## src/rtl/imem_loader_pkg.sv

```systemverilog
// Shared definitions for the instruction-memory boot loader and its UART receiver.
package rv_loader_pkg;

  // Default frame start marker.
  localparam logic [7:0] SYNC_BYTE_DEF = 8'hA5;

  // Loader frame states.
  typedef enum logic [2:0] {
    IDLE   = 3'd0,
    LEN_LO = 3'd1,
    LEN_HI = 3'd2,
    DATA   = 3'd3,
    CSUM   = 3'd4,
    DONE   = 3'd5,
    ERR    = 3'd6
  } loader_state_e;

  // UART receiver bit-phase states.
  typedef enum logic [1:0] {
    URX_IDLE  = 2'd0,
    URX_START = 2'd1,
    URX_DATA  = 2'd2,
    URX_STOP  = 2'd3
  } uart_state_e;

endpackage

```

## src/rtl/imem_loader_if.sv

```systemverilog
// Instruction-memory write port: loader drives (master), memory receives (slave).
interface imem_loader_if #(
  parameter int XLEN = 32
);
  logic            we;
  logic [XLEN-1:0] addr;
  logic [XLEN-1:0] wdata;

  modport master (output we, output addr, output wdata);
  modport slave  (input we, input addr, input wdata);
endinterface

```

## src/rtl/imem_loader_uart_rx.sv

```systemverilog
// uart_rx: 8N1 receiver with a 2-FF input synchroniser and start-bit glitch rejection.
// rx_valid_o / frame_err_o pulse for one cycle after the stop-bit sample.
module uart_rx
  import rv_loader_pkg::*;
#(
  parameter int CLKS_PER_BIT = 16
) (
  input  logic       clk,
  input  logic       n_reset,
  input  logic       rx_i,
  output logic       rx_valid_o,
  output logic [7:0] rx_data_o,
  output logic       frame_err_o
);
  localparam int            CW        = $clog2(CLKS_PER_BIT);
  localparam logic [CW-1:0] HALF_LAST = CW'(CLKS_PER_BIT / 2 - 1);
  localparam logic [CW-1:0] BIT_LAST  = CW'(CLKS_PER_BIT - 1);

  logic          meta_q, sync_q;
  uart_state_e   state_q, state_d;
  logic [CW-1:0] cnt_q, cnt_d;
  logic [2:0]    bit_q, bit_d;
  logic [7:0]    shift_q, shift_d;
  logic          valid_q, valid_d, ferr_q, ferr_d;

  // Two-flop synchroniser; the line idles high.
  always_ff @(posedge clk or negedge n_reset) begin
    if (!n_reset) begin
      meta_q <= 1'b1;
      sync_q <= 1'b1;
    end else begin
      meta_q <= rx_i;
      sync_q <= meta_q;
    end
  end

  // Receiver state, bit timer, shifter and output pulses.
  always_ff @(posedge clk or negedge n_reset) begin
    if (!n_reset) begin
      state_q <= URX_IDLE;
      cnt_q   <= '0;
      bit_q   <= 3'd0;
      shift_q <= 8'h00;
      valid_q <= 1'b0;
      ferr_q  <= 1'b0;
    end else begin
      state_q <= state_d;
      cnt_q   <= cnt_d;
      bit_q   <= bit_d;
      shift_q <= shift_d;
      valid_q <= valid_d;
      ferr_q  <= ferr_d;
    end
  end

  // Next-state: detect start edge, confirm at half bit, sample data and stop at bit centres.
  always_comb begin
    state_d = state_q;
    cnt_d   = cnt_q + CW'(1);
    bit_d   = bit_q;
    shift_d = shift_q;
    valid_d = 1'b0;
    ferr_d  = 1'b0;
    case (state_q)
      URX_IDLE: begin
        cnt_d = '0;
        if (!sync_q) state_d = URX_START;
        else         state_d = URX_IDLE;
      end
      URX_START: begin
        if (cnt_q == HALF_LAST) begin
          cnt_d = '0;
          bit_d = 3'd0;
          // Line back high at mid start bit: treat the edge as a glitch.
          if (sync_q) state_d = URX_IDLE;
          else        state_d = URX_DATA;
        end else begin
          state_d = URX_START;
        end
      end
      URX_DATA: begin
        if (cnt_q == BIT_LAST) begin
          cnt_d   = '0;
          shift_d = {sync_q, shift_q[7:1]};
          bit_d   = bit_q + 3'd1;
          if (bit_q == 3'd7) state_d = URX_STOP;
          else               state_d = URX_DATA;
        end else begin
          state_d = URX_DATA;
        end
      end
      URX_STOP: begin
        if (cnt_q == BIT_LAST) begin
          cnt_d   = '0;
          state_d = URX_IDLE;
          valid_d = sync_q;
          ferr_d  = ~sync_q;
        end else begin
          state_d = URX_STOP;
        end
      end
      default: state_d = URX_IDLE;
    endcase
  end

  assign rx_valid_o  = valid_q;
  assign frame_err_o = ferr_q;
  assign rx_data_o   = shift_q;

endmodule

```

## src/rtl/imem_loader.sv

```systemverilog
// imem_loader: boot-time UART program loader for instruction memory.
// Frame: SYNC, LEN lo, LEN hi, 4*LEN little-endian data bytes [, XOR checksum].
// Optional feature macro: LOADER_CHECKSUM_EN (adds the CSUM state and XOR accumulator).
module imem_loader
  import rv_loader_pkg::*;
#(
  parameter int              XLEN         = 32,
  parameter int              MEM_SIZE     = 256,
  parameter int              CLKS_PER_BIT = 16,
  parameter logic [7:0]      SYNC_BYTE    = SYNC_BYTE_DEF,
  parameter logic [XLEN-1:0] BASE_ADDR    = '0
) (
  input  logic          clk,
  input  logic          n_reset,
  input  logic          rx_i,
  output logic          core_n_reset_o,
  output logic          busy_o,
  output logic          done_o,
  output logic          err_o,
  imem_loader_if.master imem
);
  logic            rx_valid_s, frame_err_s, busy_s;
  logic [7:0]      rx_data_s;
  logic [15:0]     n_s;
  loader_state_e   state_q, state_d;
  logic [15:0]     len_q, len_d, idx_q, idx_d;
  logic [1:0]      bcnt_q, bcnt_d;
  logic [XLEN-1:0] word_q, word_d, addr_q, addr_d, wdata_q, wdata_d;
  logic            we_q, we_d, done_q, done_d, err_q, err_d, core_q, core_d;
`ifdef LOADER_CHECKSUM_EN
  logic [7:0]      csum_q, csum_d;
`endif

  uart_rx #(.CLKS_PER_BIT(CLKS_PER_BIT)) u_rx (
    .clk        (clk),
    .n_reset    (n_reset),
    .rx_i       (rx_i),
    .rx_valid_o (rx_valid_s),
    .rx_data_o  (rx_data_s),
    .frame_err_o(frame_err_s)
  );

  assign busy_s = (state_q == LEN_LO) || (state_q == LEN_HI) ||
                  (state_q == DATA)   || (state_q == CSUM);

  // Loader state, word assembler and registered write port / status outputs.
  always_ff @(posedge clk or negedge n_reset) begin
    if (!n_reset) begin
      state_q <= IDLE;
      len_q   <= 16'h0000;
      idx_q   <= 16'h0000;
      bcnt_q  <= 2'd0;
      word_q  <= '0;
      addr_q  <= BASE_ADDR;
      wdata_q <= '0;
      we_q    <= 1'b0;
      done_q  <= 1'b0;
      err_q   <= 1'b0;
      core_q  <= 1'b0;
`ifdef LOADER_CHECKSUM_EN
      csum_q  <= 8'h00;
`endif
    end else begin
      state_q <= state_d;
      len_q   <= len_d;
      idx_q   <= idx_d;
      bcnt_q  <= bcnt_d;
      word_q  <= word_d;
      addr_q  <= addr_d;
      wdata_q <= wdata_d;
      we_q    <= we_d;
      done_q  <= done_d;
      err_q   <= err_d;
      core_q  <= core_d;
`ifdef LOADER_CHECKSUM_EN
      csum_q  <= csum_d;
`endif
    end
  end

  // Frame FSM: parse length, assemble words, issue writes, decide DONE/ERR.
  always_comb begin
    state_d = state_q;
    len_d   = len_q;
    idx_d   = idx_q;
    bcnt_d  = bcnt_q;
    word_d  = word_q;
    addr_d  = addr_q;
    wdata_d = wdata_q;
    we_d    = 1'b0;
    done_d  = done_q;
    err_d   = err_q;
    core_d  = core_q;
`ifdef LOADER_CHECKSUM_EN
    csum_d  = csum_q;
`endif
    n_s     = {rx_data_s, len_q[7:0]};
    if (busy_s && frame_err_s) begin
      state_d = ERR;
      err_d   = 1'b1;
      core_d  = 1'b0;
    end else begin
      case (state_q)
        IDLE, DONE, ERR: begin
          if (rx_valid_s && (rx_data_s == SYNC_BYTE)) begin
            state_d = LEN_LO;
            done_d  = 1'b0;
            err_d   = 1'b0;
            core_d  = 1'b0;
          end else begin
            state_d = state_q;
          end
        end
        LEN_LO: begin
          if (rx_valid_s) begin
            len_d   = {8'h00, rx_data_s};
            state_d = LEN_HI;
          end else begin
            state_d = LEN_LO;
          end
        end
        LEN_HI: begin
          if (rx_valid_s) begin
            len_d  = n_s;
            idx_d  = 16'h0000;
            bcnt_d = 2'd0;
`ifdef LOADER_CHECKSUM_EN
            csum_d = 8'h00;
`endif
            if (n_s == 16'h0000) begin
`ifdef LOADER_CHECKSUM_EN
              state_d = CSUM;
`else
              state_d = DONE;
              done_d  = 1'b1;
              core_d  = 1'b1;
`endif
            end else if (n_s > 16'(MEM_SIZE)) begin
              state_d = ERR;
              err_d   = 1'b1;
              core_d  = 1'b0;
            end else begin
              state_d = DATA;
            end
          end else begin
            state_d = LEN_HI;
          end
        end
        DATA: begin
          // The cycle after the last word's write pulse closes the data phase.
          if (idx_q == len_q) begin
`ifdef LOADER_CHECKSUM_EN
            state_d = CSUM;
`else
            state_d = DONE;
            done_d  = 1'b1;
            core_d  = 1'b1;
`endif
          end else if (rx_valid_s) begin
            bcnt_d = bcnt_q + 2'd1;
            word_d = {rx_data_s, word_q[XLEN-1:8]};
`ifdef LOADER_CHECKSUM_EN
            csum_d = csum_q ^ rx_data_s;
`endif
            if (bcnt_q == 2'd3) begin
              we_d    = 1'b1;
              addr_d  = BASE_ADDR + XLEN'({idx_q, 2'b00});
              wdata_d = {rx_data_s, word_q[XLEN-1:8]};
              idx_d   = idx_q + 16'd1;
            end else begin
              we_d    = 1'b0;
            end
          end else begin
            state_d = DATA;
          end
        end
`ifdef LOADER_CHECKSUM_EN
        CSUM: begin
          if (rx_valid_s) begin
            if (rx_data_s == csum_q) begin
              state_d = DONE;
              done_d  = 1'b1;
              core_d  = 1'b1;
            end else begin
              state_d = ERR;
              err_d   = 1'b1;
              core_d  = 1'b0;
            end
          end else begin
            state_d = CSUM;
          end
        end
`endif
        default: state_d = IDLE;
      endcase
    end
  end

  assign imem.we        = we_q;
  assign imem.addr      = addr_q;
  assign imem.wdata     = wdata_q;
  assign core_n_reset_o = core_q;
  assign busy_o         = busy_s;
  assign done_o         = done_q;
  assign err_o          = err_q;

endmodule

```

## src/flat_wrapper.sv

```systemverilog
// flat-port wrapper written by rule: the top's interface ports become plain ports
module imem_loader_flat import rv_loader_pkg::*;
#(
  parameter int              XLEN         = 32,
  parameter int              MEM_SIZE     = 256,
  parameter int              CLKS_PER_BIT = 16,
  parameter logic [7:0]      SYNC_BYTE    = SYNC_BYTE_DEF,
  parameter logic [XLEN-1:0] BASE_ADDR    = '0
)
  (clk, n_reset, rx_i, core_n_reset_o, busy_o, done_o, err_o, imem_we, imem_addr, imem_wdata);
  imem_loader_if #(.XLEN(XLEN)) imem_i ();
  input  logic clk;
  input  logic n_reset;
  input  logic rx_i;
  output logic core_n_reset_o;
  output logic busy_o;
  output logic done_o;
  output logic err_o;
  output wire logic [$bits(imem_i.we)-1:0] imem_we;
  output wire logic [$bits(imem_i.addr)-1:0] imem_addr;
  output wire logic [$bits(imem_i.wdata)-1:0] imem_wdata;
  assign imem_we = imem_i.we;
  assign imem_addr = imem_i.addr;
  assign imem_wdata = imem_i.wdata;
  imem_loader #(.XLEN(XLEN), .MEM_SIZE(MEM_SIZE), .CLKS_PER_BIT(CLKS_PER_BIT), .SYNC_BYTE(SYNC_BYTE), .BASE_ADDR(BASE_ADDR)) u_core (.clk(clk), .n_reset(n_reset), .rx_i(rx_i), .core_n_reset_o(core_n_reset_o), .busy_o(busy_o), .done_o(done_o), .err_o(err_o), .imem(imem_i));
endmodule
```

## config.mk

```make
export PLATFORM = sky130hd
export DESIGN_NAME = imem_loader_flat
export DESIGN_NICKNAME = d
export VERILOG_FILES = /design/src/rtl/imem_loader_pkg.sv /design/src/rtl/imem_loader_if.sv /design/src/rtl/imem_loader_uart_rx.sv /design/src/rtl/imem_loader.sv /design/src/flat_wrapper.sv
export SDC_FILE = /design/constraint.sdc
export NUM_CORES = 1
export LEC_CHECK = 0
export ABC_CLOCK_PERIOD_IN_PS = 2400
export CORE_ASPECT_RATIO = 1.1
export CORE_MARGIN = 3
export CORE_UTILIZATION = 40
export CTS_CLUSTER_DIAMETER = 100
export DETAILED_ROUTE_END_ITERATION = 8
export GPL_ROUTABILITY_DRIVEN = 0
export SETUP_SLACK_MARGIN = 0.05
export SLEW_MARGIN = 20
export SYNTH_ARGS = -nofsm -noshare
export SYNTH_HDL_FRONTEND = slang
export SYNTH_SLANG_ARGS = --single-unit
export TNS_END_PERCENT = 10
```

## constraint.sdc

```tcl
create_clock -name clk -period 2.4 [get_ports clk]
set_input_delay 0.36 -clock clk [delete_from_list [all_inputs] [get_ports clk]]
set_output_delay 0.36 -clock clk [all_outputs]
set_load 0.005 [all_outputs]
```

# --- Yosys cells after proc, flatten, opt, wreduce, memory -nomap -nowiden ---
# Index checks and enable logic that the tools add are counted.
totals:
  reg_bits: 142
  input_bits: 3
  out_inout_bits: 69
classes:
  addsub: 4
  n_bitwise: 4
  eq_ne: 32
  muxes: 58
  n_reduce_logical: 28
  magnitude_cmp: 1
op_table:
  columns: ["cell", "n"]
  rows:
  - ["2-to-1 mux 16 bit", 6]
  - ["case mux 16 bit (2 select lines)", 2]
  - ["2-to-1 mux 3 bit", 9]
  - ["2-to-1 mux 1 bit", 23]
  - ["AND reduction 5 bit", 4]
  - ["!= test 2 bit (second input constant)", 9]
  - ["adder 16 x 1 -> 16 bit (second input constant)", 1]
  - ["equality test 16 bit", 1]
  - ["greater-than comparator 16 x 9 -> 1 bit (second input constant)", 1]
  - ["logical NOT 16 bit", 1]
  - ["2-to-1 mux 2 bit", 8]
  - ["equality test 3 bit (second input constant)", 4]
  - ["!= test 3 bit (second input constant)", 4]
  - ["case mux 3 bit (4 select lines)", 1]
  - ["case mux 4 bit (3 select lines)", 1]
  - ["AND reduction 4 bit", 3]
  - ["AND reduction 6 bit", 2]
  - ["equality test 8 bit (second input constant)", 1]
  - ["2-to-1 mux 4 bit", 2]
  - ["!= test 4 bit (second input constant)", 2]
  - ["case mux 2 bit (4 select lines)", 1]
  - ["equality test 2 bit (second input constant)", 3]
  - ["equality test 3 x 2 -> 1 bit (second input constant)", 2]
  - ["case mux 1 bit (3 select lines)", 2]
  - ["24 further kinds", 34]

# --- Logic depth before layout (Yosys ltp) ---
# Gate-level depths: netlist (run 1).
logic_depth:
  depth_word: 7
  depth_mapped: 9
  depth_no_buf: 6

# --- By module ---
# A second synthesis (run 1) with hierarchy kept.
hier_totals:
  hier_cells: 523
  hier_area_um2: 6668.9
modules_own_cells:
  columns: ["module", "instances", "cells_per_inst", "area_each_um2", "seq_area_each_um2"]
  rows:
  - ["imem_loader", 1, 450, 5701.7, 2827.7]
  - ["uart_rx", 1, 73, 967.2, 528.0]

# --- Worst setup path after synthesis (run 1) ---
# Ideal clock, no wire load.
synth_path:
  path_type: "register to register"
  from: "register u_core.u_rx.ferr_q (netlist: u_core.u_rx.frame_err_o)"
  to: "register u_core.addr_q[2] (netlist: u_core.imem.addr[2])"
  path_slack_ns: 0.306
  synth_period_minus_slack_ns: 2.094
  stages_incl_launch_ff: 8
  t_arrival_ns: 1.969
  n_path_buf: 2
  t_required_ns: 2.275
  path_cell_list: "dfrtp_1 > buf_2 > nand4bb_1 > a21oi_1 > nand2_1 > nor2_2 > buf_4 > mux2_2"
synth_between:
  elab_chain_len: 3
synth_rtl:
  columns: ["item", "line", "text"]
  rows:
  - ["start, declared", "imem_loader_uart_rx.sv:24", "logic valid_q, valid_d, ferr_q, ferr_d;"]
  - ["start signal, assigned", "imem_loader_uart_rx.sv:52", "ferr_q <= ferr_d;"]
  - ["logical AND 1 bit", "imem_loader.sv:98", "if (busy_s && frame_err_s) begin"]
  - ["inverter 1 bit (no line)", null, null]
  - ["AND reduction 5 bit (no line)", null, null]
  - ["end signal, assigned", "imem_loader.sv:69", "addr_q <= addr_d;"]
  - ["end, declared", "imem_loader.sv:28", "logic [XLEN-1:0] word_q, word_d, addr_q, addr_d, wdata_q, wdata_d;"]
# Every way passes these cells.
# A chain may end at the register's enable or synchronous reset.

# --- Worst setup path after layout (run 1) ---
layout_path:
  from: "register u_core.idx_q[15]"
  to: "register u_core.word_q[26]"
layout_between:
  elab_chain_len: 3
layout_rtl:
  columns: ["item", "line", "text"]
  rows:
  - ["start, declared", "imem_loader.sv:26", "logic [15:0] len_q, len_d, idx_q, idx_d;"]
  - ["start signal, assigned", "imem_loader.sv:66", "idx_q <= idx_d;"]
  - ["equality test 16 bit", "imem_loader.sv:151", "if (idx_q == len_q) begin"]
  - ["inverter 1 bit (no line)", null, null]
  - ["AND reduction 4 bit (no line)", null, null]
  - ["end signal, assigned", "imem_loader.sv:68", "word_q <= word_d;"]
  - ["end, declared", "imem_loader.sv:28", null]
# Every way passes these cells.

==> flow_summary.toml, run 1 <==
[timing]
finalSetupViolCount = 0
worst_pin_slew_ns = 0.6176
relSlewSlack = 0.5776
post-route-period-util = 0.9103
maxSlewViolCount = 0
clock_skew_ns = 0.007272
holdWs_ns = 0.3516
rsz0062_at_grt = "false"
timing_hold_violations_final = 0
final.setup.tns_ns = 0
layout_min_cycle_time_ns = 2.185
fmax_mhz = 457.7

[layout]
fin_area_um2 = 7795
final_core_util = 0.5118
n_antenna_cell = 0
drive_above_1_share = 0.2632
final_nets = 622
syn_to_final_growth_pct = 24.03

[global_route]
grt_antenna_before_repair = 0
grtUsageTotal = 0.1686
grt_pass1_vias = 4412
grt_pass1_wl_mm = 23.12
grt_max_degree = 50
overflow = 0

[pwr]
leakage_uw = 0.003717
irDropWorstVdd_mv = 0.5036
power_density_nw_per_um2 = 664.1

[yosys]
yosysMostFrequentCell = "dfrtp_1"
synth_warnings = 0
ys_seq_area_frac = 0.5339
synth_area_per_cell_um2 = 11.81
syn-cell-area_um2 = 6285
async_reset_ff_frac = 1.000
yosysTopAreaCell = "dfrtp_1"
yosys.cell_types.count = 61
synthTopCellsByArea = "dfrtp_1, mux2_2, nand2_1"
netlist_top_cells_count = "dfrtp_1, mux2_2, nand2_1"
syn_inst = 532
synth_edf_count = 0
synth_ff_type = "dfrtp_1"
synth_top_area_frac = 0.5256
synth_seq_cells = 134

[worst_setup_path]
worstSetupEndpointType = "register"
cp_data_required_time_ns = 2.70
cp-start-kind = "register"
arrival_ns = 2.48
crit_fanout = 18
crit_type = "reg -> reg"

[route]
drt_iter0_drc = 409
avgRoutedWirePerCell_um = 16.71
vias = 4310
drt_first_pass_iters = 5
ant_nets = 0
finalWirelength_mm = 13.76
drc_errors = 0
viasPerCell = 5.237

[placed_design]
place_area_um2 = 7168
place_hpwl_mm = 9.658
io_buffers = 55

[floorplanning]
dieWidth_um = 125.5
die_h_um = 137.5
core_area_um2 = 15230
initial_core_util = 0.4126
dieArea_um2 = 17250
rows = 47
pin_count = 72

[clock_network]
cts_made_buffers = 17
clockRootBuffer = "clkbuf_16"
clk_latency_ns = 0.42
clock-sinks = 134
clk_pin_slew_ns = 0.06
clk_path_buf_depth = 2
cts_tree = "yes"
htree_levels = 4

[job]
drv_cap = 0

[outcome]
outcome = "finished, final reports clean"

[hold_path]
hold_class = "in -> reg"
power breakdown:
| group | switching (µW) | internal, µW |
|---|---|---|
| Sequential | 84.3 | 2330 |
| Clock | 969 | 1510 |
| Combinational | 172 | 117 |
| Total | 1230 | 3950 |
stage by stage:
stage | worst slack (ns) | power [µW] | instances
2_1_floorplan | 0.3065 | 2646 | 547
3_3_place_gp | 0.1385 | 2722 | 788
3_5_place_dp | 0.1048 | 2733 | 788
4_1_cts | 0.06386 | 5228 | 821
5_1_grt | 0.06896 | 5390 | 823
6_report | 0.2152 | 5177 | 823
state kept, by name, indices dropped and copies added, names as in the netlist, 2 cells and up:
name	count
u_core.u_rx.rx_data_o	8
u_core.u_rx.cnt_q	4
u_core.imem.addr	16
u_core.u_rx.bit_q	3
u_core.u_rx.state_q	2
u_core.idx_q	16
u_core.len_q	16
u_core.state_q	3
u_core.imem.wdata	32
u_core.bcnt_q	2
u_core.word_q	24
cell type report:
cell class	count	area, µm²
timing repair buffer	91	873.3
fill	1311	7436
tap	196	245.2
inverter	13	48.80
clock inverter	10	97.59
clock buffer	22	474.2
multi-input combinational	357	2700
sequential	134	3356
cell usage in the layout, fill, tap and decap left out, drive strengths merged, types with 3 or more instances in the layout:
master         count
and4               3
nand3              9
nand4              7
or3                3
dfrtp            132
clkinvlp           6
xor2              17
nor4               7
o22ai              3
o22a               4
a21oi             13
nand2             53
a2111oi            3
a2bb2oi            5
mux2              89
nor3              13
nor2              21
clkbuf            22
mux2i              7
or4                4
clkdlybuf4s50     53
nand2b             6
ha                 5
nor2b              3
buf               36
a22o               3
inv               14
o21ai             21
conb              16
xnor2              5
a21boi             6
kinds of logic (layout without fill, tap and decap cells):
logic type,count (synthesis),count (layout),synth area share
compound gates,80,80,0.08780
buf+inv,56,136,0.05116
mux,96,96,0.1760
other cells,1,16,0.0005967
simple gates,138,138,0.1099
flops,134,134,0.5339
xor+xnor,22,22,0.03066
fa+ha+maj,5,5,0.009954
worst max-delay path, stage by stage (launching register included):
cell and delay [ns]:
dfrtp_1 0.42, xor2_1 0.16, nor4_2 0.37, and4_2 0.36, or3_1 0.20, buf_12 0.20, mux2_2 0.35
routing by layer:
layer	track usage	up-vias	wire [µm]
li1	-	2034	-
met1	0.2247	2168	6367
met2	0.2672	92	6697
met3	0.04420	16	515
met4	0.06084	0	175
met5	0	-	0
final timing paths:
kind,slack (ns),to,startpoint,depth (start not counted)
max in group asynchronous,1.35,u_core.len_q[0],n_reset,3
worst max register to register,0.22,u_core.word_q[26],u_core.idx_q[15],6
min in group asynchronous,0.45,u_core.len_q[5],n_reset,2
worst min register to register,0.35,u_core.u_rx.sync_q,u_core.u_rx.meta_q,0
worst min-delay path,0.35,u_core.u_rx.meta_q,rx_i,1
worst max-delay path,0.22,u_core.word_q[26],u_core.idx_q[15],6
what timing repair did:
| item | in CTS | in global routing |
|---|---|---|
| pin swaps | 0 | 1 |
| resized for setup | 2 | 5 |
| setup endpoints to repair | 1 | 57 |
| hold buffers | 1 | 0 |
| endpoints found under the hold margin | 37 | 0 |
| setup buffers | 0 | 2 |
| gates cloned | 0 | 0 |
Note: power is estimated with default switching activity, not from simulation.
==> run 2, diff against run 1 <==
ABC_CLOCK_PERIOD_IN_PS = 2800   (was 2400)
clock period = 2.8 ns   (was 2.4 ns; I/O delays follow)
==> flow_summary.toml, run 2 (synthesized netlist as in run 1, its figures left out) <==
[clock_network]
clk_latency_ns = 0.42
clk_path_buf_depth = 2
clockRootBuffer = "clkbuf_16"
htree_levels = 4
cts_made_buffers = 17
cts_tree = "yes"
cts-resized-gates = 0
clock-sinks = 134
clk_pin_slew_ns = 0.05

[floorplanning]
dieWidth_um = 125.5
core_area_um2 = 15230
pin_count = 72
dieArea_um2 = 17250
initial_core_util = 0.4126
die_h_um = 137.5
rows = 47

[pwr]
power_frac_comb = 0.052
p_switching_uw = 1044
power_density_nw_per_um2 = 604.2
irDropWorstVdd_mv = 0.4660
power_frac_clock = 0.501
netSwitchingFraction = 0.2267
p_int_uw = 3562
leakage_uw = 0.003615
seq_power_share = 0.448

[global_route]
use_met3 = 0.03877
grt_antenna_before_repair = 0
grt_pass1_wl_mm = 22.40
overflow = 0
grt_max_degree = 64
top_usage_layer = "met2"
grtUsageTotal = 0.1641
use_met2 = 0.2643
grt_pass1_vias = 4288
grtUsageMet1 = 0.2116

[timing]
post-route-period-util = 0.8678
clock_skew_ns = 0.008926
holdWs_ns = 0.3540
final.setup.tns_ns = 0
rsz0062_at_grt = "false"
finalSetupViolCount = 0
maxSlewViolCount = 0
relSlewSlack = 0.5632
timing_hold_violations_final = 0
fmax_mhz = 411.5
worst_pin_slew_ns = 0.6483
layout_min_cycle_time_ns = 2.430

[layout]
largest_reg_flops = 32
layout_commonest_cell = "dfrtp_1"
final_cell_mix = "dfrtp_1, mux2_2, clkdlybuf4s50_1, nand2_1, o21ai_0"
drive_above_1_share = 0.2306
n_antenna_cell = 0
final_core_util = 0.5005
final_nets = 602
syn_to_final_growth_pct = 21.30

[route]
viasPerCell = 5.331
ant_nets = 0
drt_first_pass_iters = 5
avgRoutedWirePerCell_um = 16.96
vias = 4281
drt_iter0_drc = 371
finalWirelength_mm = 13.62
drc_errors = 0

[worst_setup_path]
cp-start-kind = "register"
cp_data_required_time_ns = 2.38
crit_fanout = 19
crit_type = "reg -> out"
worstSetupEndpointType = "output port"
arrival_ns = 2.01

[placed_design]
place_hpwl_mm = 9.501
io_buffers = 55

[outcome]
outcome = "finished, final reports clean"

[hold_path]
hold_class = "reg -> reg"

[job]
drv_cap = 0
run 2: path summary, 6_finish.rpt:
check                                   start              endpoint  slack, ns  cells past startpoint
setup / recovery            u_core.state_q[1]                busy_o       0.37                      4
hold / removal             u_core.u_rx.meta_q    u_core.u_rx.sync_q       0.35                      0
setup reg to reg              u_core.idx_q[7]     u_core.word_q[25]       0.44                      6
min in group asynchronous             n_reset  u_core.imem.addr[16]       0.55                      2
max in group asynchronous             n_reset     u_core.word_q[17]       1.45                      3
hold reg to reg            u_core.u_rx.meta_q    u_core.u_rx.sync_q       0.35                      0
run 2: final cells by class:
cell class              count  area [µm²]
well taps                 196       245.2
fillers                  1351        7607
clock buffers              22       474.2
flip-flops and latches    134        3356
multi-input cells         357        2669
clock inverters            10       143.9
inverters                  13       48.80
repair buffers             71       686.9
run 2: power groups by stage:
| stage | combinational (µW) | clock (µW) | sequential (µW) |
|---|---|---|---|
| CTS | 244 | 2360 | 2060 |
| global route | 282 | 2430 | 2070 |
| finish | 237 | 2310 | 2060 |
| detailed placement | 243 | 0 | 2100 |
| global placement | 233 | 0 | 2100 |
| floorplan | 206 | 0 | 2060 |
run 2: through the flow:
step           setup WS [ns]  total power (µW)  instance area [µm²]  cells
2_1_floorplan         0.7065              2268                 6341    547
3_3_place_gp          0.4852              2329                 6995    770
3_5_place_dp          0.4474              2340                 6995    770
4_1_cts               0.3396              4664                 7624    803
5_1_grt               0.2177              4786                 7624    803
6_report              0.3701              4607                 7624    803
run 2: critical path, stage by stage (launching register included):
cell             delay, ns
dfrtp_1               0.39
buf_4                 0.20
nor2_1                0.24
xnor2_1               0.21
clkdlybuf4s50_1       0.56
run 2: per-layer routing:
| metal | part of all wire | up-vias |
|---|---|---|
| met5 | 0 | - |
| met4 | 0.022 | 0 |
| met3 | 0.040 | 25 |
| met2 | 0.50 | 111 |
| met1 | 0.44 | 2140 |
| li1 | - | 2005 |
run 2: timing repair:
action                    CTS  global route
setup buffers               0             0
hold buffers                1             0
hold endpoints to repair   13             0
==> run 3, diff against run 2 <==
ABC_CLOCK_PERIOD_IN_PS = 2500   (was 2800)
clock period = 2.5 ns   (was 2.8 ns; I/O delays follow)
==> flow_summary.toml, run 3 (synthesized netlist as in run 1, its figures left out) <==
[outcome]
outcome = "finished, final reports clean"

[worst_setup_path]
cp-start-kind = "register"
crit_type = "reg -> out"
critPathLaunch = "u_core.state_q[1]"
cp_data_required_time_ns = 2.12
r2r_start = "u_core.idx_q[4]"
crit_fanout = 16
worstSetupEndpointType = "output port"
arrival_ns = 1.99
rr_worst_depth = 7

[clock_network]
clk_path_buf_depth = 2
clock-sinks = 134
htree_levels = 4
clk_pin_slew_ns = 0.05
cts_tree = "yes"
clk_latency_ns = 0.42
clockRootBuffer = "clkbuf_16"
cts_made_buffers = 17

[floorplanning]
core_area_um2 = 15230
pin_count = 72
die_h_um = 137.5
dieWidth_um = 125.5
rows = 47
dieArea_um2 = 17250
initial_core_util = 0.4126

[layout]
largest_reg_flops = 32
final_nets = 613
n_antenna_cell = 0
final_cell_mix = "dfrtp_1, mux2_2, clkdlybuf4s50_1, nand2_1, buf_4"
syn_to_final_growth_pct = 22.18
fillers = 1333
drive_above_1_share = 0.2455
layout_commonest_cell = "dfrtp_1"

[placed_design]
place_hpwl_mm = 9.634
io_buffers = 55

[route]
ant_nets = 0
vias = 4315
drt_iter0_drc = 298
finalWirelength_mm = 13.76
drc_errors = 0
drt_first_pass_iters = 5
viasPerCell = 5.321
avgRoutedWirePerCell_um = 16.97

[hold_path]
hold_class = "reg -> reg"
hp-start = "u_core.u_rx.meta_q"
hold_depth = 0

[timing]
worst_pin_slew_ns = 0.6442
holdWs_ns = 0.3557
rsz0062_at_grt = "true"
clock_skew_ns = 0.006548
maxSlewViolCount = 0
relSlewSlack = 0.5594
post-route-period-util = 0.9476
finalSetupViolCount = 0
layout_min_cycle_time_ns = 2.369
final.setup.tns_ns = 0
fmax_mhz = 422.1
timing_hold_violations_final = 0

[global_route]
overflow = 0
grt_antenna_before_repair = 0
grtUsageTotal = 0.1684
grt_pass1_wl_mm = 22.99
grt_pass1_vias = 4413
grt_max_degree = 61

[pwr]
irDropWorstVdd_mv = 0.4774
leakage_uw = 0.003660
power_density_nw_per_um2 = 643.2
finalPower_uw = 4939

[job]
drv_cap = 0
## run 3: repair_timing
| item | CTS | global route |
|---|---|---|
| gates cloned | 0 | 0 |
| resized for setup | 2 | 1 |
| setup buffers | 0 | 0 |
| setup endpoints to repair | 1 | 3 |
| hold endpoints to repair | 55 | 0 |
| hold buffers | 1 | 0 |
## run 3: final timing paths
kind	endpoint	slack (ns)
min reg2reg	u_core.u_rx.sync_q	0.36
max reg2reg	u_core.imem.addr[4]	0.19
min in group asynchronous	u_core.imem.we	0.51
max	busy_o	0.13
min	u_core.u_rx.sync_q	0.36
max in group asynchronous	u_core.state_q[1]	1.33
## run 3: final cells by class
| type | instances | area [µm²] | area share |
|---|---|---|---|
| inverters | 13 | 48.80 | 0.006355 |
| multi-input cells | 357 | 2676 | 0.3485 |
| clock inverters | 7 | 72.57 | 0.009451 |
| clock buffers | 22 | 484.2 | 0.06306 |
| well taps | 196 | 245.2 | 0.03194 |
| flip-flops and latches | 134 | 3357 | 0.4372 |
| repair buffers | 82 | 794.5 | 0.1035 |
## run 3: per-stage QoR
step | util | setup slack, ns | instances | cell area (µm²)
2_1_floorplan | - | 0.4065 | 547 | 6341
3_3_place_gp | 0.4664 | 0.2117 | 781 | 7103
3_5_place_dp | 0.4664 | 0.1798 | 781 | 7103
4_1_cts | 0.5041 | 0.08347 | 811 | 7677
5_1_grt | 0.5041 | 0.04578 | 811 | 7679
6_report | 0.5041 | 0.1311 | 811 | 7679
## run 3: critical path, cell delays in order (launching register included)
cell	delay [ns]
dfrtp_2	0.45
buf_4	0.21
nor2_4	0.15
xnor2_1	0.20
clkdlybuf4s50_1	0.57
## run 3: power by group
group | total, µW | internal [µW] | switching [µW]
logic | 276 | 109 | 167
clock network | 2350 | 1460 | 897
registers | 2310 | 2230 | 76.4
total | 4940 | 3800 | 1140
## run 3: layer usage
layer | GRT usage | part of all wire
met1 | 0.2148 | 0.44
met2 | 0.2776 | 0.49
met3 | 0.04459 | 0.047
met4 | 0.06205 | 0.017
met5 | 0 | 0
